**src/rtl/hazard_stall_unit.sv**
```systemverilog
// Hazard detection and stall control for a 5-stage pipeline with branches resolved in ID.
// Optional saturating stall-cycle counter is built only when HAZARD_STATS_EN is defined.
module hazard_stall_unit (
    input  logic       clk,
    input  logic       rst,
    input  logic       ID_EX_MemRead,
    input  logic       ID_EX_RegWrite,
    input  logic [4:0] ID_EX_RegisterRd,
    input  logic       EX_MEM_MemRead,
    input  logic [4:0] EX_MEM_RegisterRd,
    input  logic [4:0] IF_ID_RegisterRs,
    input  logic [4:0] IF_ID_RegisterRt,
    input  logic       IF_ID_UsesRt,
    input  logic       IF_ID_Branch,
    input  logic       branch_taken,
    input  logic       jump,
    output logic       PC_write,
    output logic       IF_ID_write,
    output logic       ID_EX_bubble,
    output logic       IF_ID_flush
`ifdef HAZARD_STATS_EN
    ,
    output logic [15:0] stall_count
`endif
);

    typedef enum logic {
        RUN  = 1'b0,
        HOLD = 1'b1
    } state_t;

    state_t r_state;

    logic w_matchEx;
    logic w_matchMem;
    logic w_hLu;
    logic w_hBa;
    logic w_hBl2;
    logic w_hBl1;
    logic w_stall;

    // Register 0 is hard-wired, so it can never be a real producer.
    assign w_matchEx  = (ID_EX_RegisterRd != 5'd0) &&
                        ((ID_EX_RegisterRd == IF_ID_RegisterRs) ||
                         (IF_ID_UsesRt && (ID_EX_RegisterRd == IF_ID_RegisterRt)));
    assign w_matchMem = (EX_MEM_RegisterRd != 5'd0) &&
                        ((EX_MEM_RegisterRd == IF_ID_RegisterRs) ||
                         (IF_ID_UsesRt && (EX_MEM_RegisterRd == IF_ID_RegisterRt)));

    assign w_hLu  = ID_EX_MemRead && w_matchEx;
    assign w_hBa  = IF_ID_Branch && ID_EX_RegWrite && !ID_EX_MemRead && w_matchEx;
    assign w_hBl2 = IF_ID_Branch && ID_EX_MemRead && w_matchEx;
    assign w_hBl1 = IF_ID_Branch && EX_MEM_MemRead && w_matchMem;

    // Reset forces the pipeline to free-run; HOLD covers the second cycle of a load-branch stall.
    assign w_stall = !rst && ((r_state == HOLD) || w_hLu || w_hBa || w_hBl2 || w_hBl1);

    assign PC_write     = !w_stall;
    assign IF_ID_write  = !w_stall;
    assign ID_EX_bubble = w_stall;
    assign IF_ID_flush  = !rst && !w_stall && (jump || (IF_ID_Branch && branch_taken));

    always_ff @(posedge clk) begin
        if (rst) begin
            r_state <= RUN;
        end else if (r_state == HOLD) begin
            r_state <= RUN;
        end else if (w_hBl2) begin
            r_state <= HOLD;
        end else begin
            r_state <= RUN;
        end
    end

`ifdef HAZARD_STATS_EN
    logic [15:0] r_stallCount;

    always_ff @(posedge clk) begin
        if (rst) begin
            r_stallCount <= 16'd0;
        end else if (w_stall && (r_stallCount != 16'hFFFF)) begin
            r_stallCount <= r_stallCount + 16'd1;
        end
    end

    assign stall_count = r_stallCount;
`endif

endmodule

```
**config.mk**
```make
export PLATFORM = sky130hd
export DESIGN_NAME = hazard_stall_unit
export DESIGN_NICKNAME = d
export VERILOG_FILES = /design/src/rtl/hazard_stall_unit.sv
export SDC_FILE = /design/constraint.sdc
export NUM_CORES = 1
export LEC_CHECK = 0
export CORE_AREA = 5 5 42 44
export CTS_CLUSTER_DIAMETER = 40
export CTS_CLUSTER_SIZE = 20
export DETAILED_ROUTE_END_ITERATION = 10
export DIE_AREA = 0 0 47 49
export PLACE_DENSITY = 0.73
export SYNTH_ARGS = -nofsm -noshare
export SYNTH_HDL_FRONTEND = slang
export SYNTH_SLANG_ARGS = --single-unit
```
**constraint.sdc**
```tcl
create_clock -name clk -period 3.3 [get_ports clk]
set_clock_uncertainty 0.15 [all_clocks]
set_input_delay 0.99 -clock clk [delete_from_list [all_inputs] [get_ports clk]]
set_output_delay 0.99 -clock clk [all_outputs]
set_load 0.02 [all_outputs]
```
**After elaboration in Yosys (flattened, before gate mapping)**

Index checks and enable logic that the tools add are counted.

- Equal/unequal tests: 4
- Muxes and demuxes: 1
- Reduce and logical (&&, ||, !) cells: 29

Operators by type and width:

| operator | count |
|---|---|
| $eq 5x5->1 | 4 |
| $logic_and 1x1->1 | 16 |
| $reduce_bool 5->1 | 2 |
| $logic_or 1x1->1 | 7 |
| $logic_not 1->1 | 3 |
| $reduce_or 2->1 | 1 |
| $mux 1 | 1 |

- Input bits: 29
- Output and inout bits: 4
- Word-level logic and storage cells: 35
- Register bits after elaboration: 1

**Logic depth before layout (Yosys ltp)**

- Word-level depth: 13
- Gate-level depth with buffers: 6

**Least setup slack after synthesis**

Ideal clock, no wire load.

- Kind: in2out
- From: in EX_MEM_RegisterRd[1]
- To: out PC_write
- Stages: 5
- Setup slack: -0.085 ns
- Data arrival time: 2.245 ns
- Path through: or4_4 -> o211ai_2 -> a2bb2oi_2 -> a21o_1 -> buf_4

- Word-level cells in the longest chain between the ends: 8
- Elaborated cells on any way between the ends: 10
- Classes of those cells: 2 x eq/ne; 8 x reduce/logical

RTL lines:

| element | RTL line | text |
|---|---|---|
| start: declaration | 10 | `input logic [4:0] EX_MEM_RegisterRd,` |
| $eq 5x5->1 | 48 | `(IF_ID_UsesRt && (EX_MEM_RegisterRd == IF_ID_RegisterRt)));` |
| $logic_and 1x1->1 | 48 |  |
| $logic_or 1x1->1 | 47 | `((EX_MEM_RegisterRd == IF_ID_RegisterRs) \|\|` |
| $logic_and 1x1->1 (*) | 46 | `assign w_matchMem = (EX_MEM_RegisterRd != 5'd0) &&` |
| $logic_and 1x1->1 (*) | 53 | `assign w_hBl1 = IF_ID_Branch && EX_MEM_MemRead && w_matchMem;` |
| $logic_or 1x1->1 (*) | 56 | `assign w_stall = !rst && ((r_state == HOLD) \|\| w_hLu \|\| w_hBa \|\| w_hBl2 \|\| w_hBl1);` |
| $logic_and 1x1->1 (*) | 56 |  |
| $logic_not 1->1 (*) | n/a |  |
| end: declaration | 17 | `output logic PC_write,` |

Mark *: on every way between the ends. The rest lies on a longest branch, timed or not.

**Worst setup path after layout**

- From: in EX_MEM_RegisterRd[1]
- To: out ID_EX_bubble

- Word-level cells in the longest chain between the ends: 7
- Elaborated cells on any way between the ends: 9
- Classes of those cells: 2 x eq/ne; 7 x reduce/logical

RTL lines:

| element | RTL line | text |
|---|---|---|
| $eq 5x5->1 | 48 |  |
| $logic_and 1x1->1 | 48 |  |
| $logic_or 1x1->1 | 47 |  |
| $logic_and 1x1->1 (*) | 46 |  |
| $logic_and 1x1->1 (*) | 53 |  |
| $logic_or 1x1->1 (*) | 56 |  |
| $logic_and 1x1->1 (*) | 56 |  |
| end: declaration | 19 | `output logic ID_EX_bubble,` |

Marked as above.

==> results by stage <==
Pwr:
- The static power due to leakage is 0.3578 nW.
- The power per standard cell area is 135.0 nW/um^2.
- In this run, flip-flops and latches consume 11.3% of the power.
- The switching power is 0.00004109 W.
- Of the total power, combinational logic draws 88.7%.
- The switching power as a share of total power is between 30% and 40%.
- IR analysis of the VDD net gives a maximum drop of 59.02 uV.
- Per report_power, the clock group accounts for 0% of the total.
- The total internal power is 0.00007024 W.

Floorplanning:
- The die outline height is 49 um.
- For this configuration, the core starts out at a cell density of 26.52%.
- The chip width is 47 um.
- The site row count is 14.
- The die covers around 2300 um^2.
- During I/O placement, the number of pins put on the boundary was 33.
- The placeable core area is around 1400 um^2.

Detailed routing:
- After the first detailed-routing iteration, the DRC count stood at 3.
- Wires add up to ~1.4 mm.
- The residual antenna-violating net count after detailed routing is 0.
- Before antenna repair, the detailed router went through 2 iterations.
- Across all layers, the routed design uses 491 vias.
- The routed length per placed instance is around 13 um.
- The final routed DRC violation total is 0.
- The via-per-instance ratio is roughly 4.7.

Setup path:
- At the worst endpoint, the arrival time is 2.38 ns.
- The worst reg2reg path startpoint is r_state.
- The register-to-register setup slack is 2.42 ns.
- At the worst endpoint, the required time is 2.16 ns.
- The worst reg2reg path depth is 2.
- The peak fanout along the critical path is 3.
- The launching element of the worst setup path is EX_MEM_RegisterRd[1].
- The class of the most critical setup path is input port to output pin.
- STA classifies the critical path startpoint as an input port.
- The worst setup path is captured at an output pin.
- In this run the critical register-to-register path is captured at r_state.
- The most critical setup path has its endpoint at ID_EX_bubble.

CTS:
- Clock latency on the worst-skew pair, taken at its later pin, is 0 ns.
- The count of hold buffers inserted by post-cts repair is 0.
- The CTS clock-pin slew for the worst setup and hold paths is 0 ns.

Timing:
- In the finished design, the share of the clock period the worst path needs comes to 106.5%.
- Summed over all failing endpoints, the final setup total negative slack is -0.6746 ns.
- The remaining max-slew budget at the tightest pin is 83.76%.
- The time the final worst path needs with I/O delays and setup is 3.516 ns.
- The worst-case setup margin in the final layout is -0.2156 ns.
- Based on the critical path, the design can be clocked at up to 284.5 MHz.
- Setup violations remaining at the end of the flow were counted as 4.
- The total count of hold-check failures in the final report came to 0.
- Setup repair after global routing could not meet its margin everywhere.
- The max-slew violation total from the final report is 0.
- At the pin with the least slew margin, the transition time is ~0.24 ns.

GRT:
- The number of antenna violations at the first check in global routing is 0.
- The first global-routing pass estimated 2.166 mm of wire.
- The number of global-route vias before repair is approximately 500.
- Summed over all layers, the global routing overflow is 0.
- In the global route stage, overall resource usage came out at a little under an eighth.
- The pin count of the biggest net entering global routing is 5.

Logic synthesis:
- The average instance in the mapped netlist occupies approximately 8.1 um^2.
- After synthesis the cells add up to 371.6 um^2.
- The portion of synthesized cell area occupied by the leading cell type is 25.93%.
- The cell count after synthesis came out at 46.
- Sorting the synthesized cells by area gives the leading types as xor2_1 (26%), xnor2_1 (21%), nor4b_4 (6.4%).
- The number of warnings printed during yosys synthesis is 0.
- The sequential area share after synthesis is under 10%.
- The synthesized flop and latch total is 1.
- Among all flip-flop cells after synthesis, the most frequent one is dfxtp_1.
- Synthesis instantiated 20 different standard cells from the library.
- Counting flops with a built-in enable in the synthesized netlist gives 0.
- The library cell with the largest summed area after synthesis is xor2_1.
- The number of nets produced by synthesis is 75.
- Counting flops with an async set or reset pin after synthesis yields a share of 0%.

Cells and area:
- Cells with a size suffix above 1 make up 46.07% of the layout.
- The utilization after layout is between 50% and 60%.
- The synthesis-to-layout area growth is 121.9%.
- The finished cells cover between 800 and 900 um^2.
- The repair_antennas step left the layout with diodes totalling 0.
- The flip-flop count of the largest register after layout came to 1.
- The final-stage net count is 120.
- The largest registers in the layout are r_state (1).
- r_state holds more flip-flops than any other register.

Placement:
- In this run the cell area measured after placement is roughly 790 um^2.
- The HPWL after detailed placement is 1.166 mm.
- Routability-driven placement finished with a final weighted congestion of 0.7348.
- The count of buffers added on input and output ports is 32.

Outcome:
- The flow ran to the end, but the final reports show violations.
- The checks that failed: setup timing.

Min path:
- The worst hold path belongs to the class register to register.

Flow run:
- The tool flagged a number of max-cap violations equal to 0.
synthesized netlist by cell type, types with 2 or more instances:
cell type,n
a21oi_1,4
nand2_1,3
nor2_1,2
nor3_1,3
xnor2_1,9
xor2_1,11
metal layers:
layer	share of wire, %	routed length (um)	GRT usage [%]	up-vias
met5	0	0	0	-
met4	0	0	0.9217	0
met3	6.3	85	0.7380	0
met2	55	738	21.27	11
met1	39	526	15.28	230
li1	-	-	-	250
stage by stage:
step                setup slack (ns)  hold WS (ns)   power [W]  cells
floorplan                   -0.06990        0.4853  0.00004637     46
finish                       -0.2156        0.5106   0.0001113    105
global route                 -0.2671        0.5569   0.0001189    105
global placement             -0.9835        0.5074   0.0001064    104
detailed placement            -1.007        0.5178   0.0001073    104
CTS                          -0.2144        0.5192   0.0001044    104
final cells by class:
cell class | instances | area, um^2
Fill cell | 138 | 576.8
Multi-Input combinational cell | 43 | 407.9
Timing Repair Buffer | 44 | 372.9
Inverter | 1 | 3.754
Tap cell | 16 | 20.02
Sequential cell | 1 | 20.02
power groups by stage:
stage | Sequential [W] | Clock (W) | Combinational (W)
floorplan | 0.0000125 | 0 | 0.0000338
global placement | 0.0000126 | 0 | 0.0000938
detailed placement | 0.0000126 | 0 | 0.0000947
CTS | 0.0000126 | 0 | 0.0000918
global route | 0.0000126 | 0 | 0.000106
finish | 0.0000126 | 0 | 0.0000988
cell usage in the layout, fill, tap and decap left out, types with 2 or more instances in the layout:
cell	count
xnor2_2	2
a21oi_1	2
clkbuf_2	5
buf_4	11
nor3_1	2
nor2_1	2
buf_2	4
dlygate4sd2_1	4
clkdlybuf4s50_1	8
xnor2_1	7
a21oi_2	2
buf_6	7
clkdlybuf4s15_1	4
nand2_1	3
xor2_1	10
critical path, stage by stage:
cell and delay (ns):
buf_6 0.10, buf_6 0.11, xor2_2 0.14, nor4_2 0.29
a32oi_2 0.17, a2bb2oi_4 0.17, buf_4 0.13, a21oi_2 0.12
buf_4 0.15
how the worst min path moves through the flow:
stage	endpoint	cells after the start	start
2_1_floorplan	r_state	2	r_state
3_3_place_gp	r_state	2	r_state
3_5_place_dp	r_state	2	r_state
4_1_cts	r_state	2	r_state
5_1_grt	r_state	2	r_state
6_report	r_state	2	r_state
cell families (layout without fill, tap and decap cells):
logic type             Yosys count  count (layout)  synth area share (%)
AO/OA/AOI/OAI                    9               9                 19.53
AND/OR/NAND/NOR                 14              14                 24.92
XOR/XNOR                        20              20                 47.14
buffers and inverters            2              45                 3.030
flip-flops                       1               1                 5.387
repair_timing:
action | in CTS | in global routing
setup endpoints to repair | 4 | 4
pin swaps | 10 | 9
gates resized for setup | 68 | 23
setup buffers | 0 | 1
(Power assumes the default switching activity.)
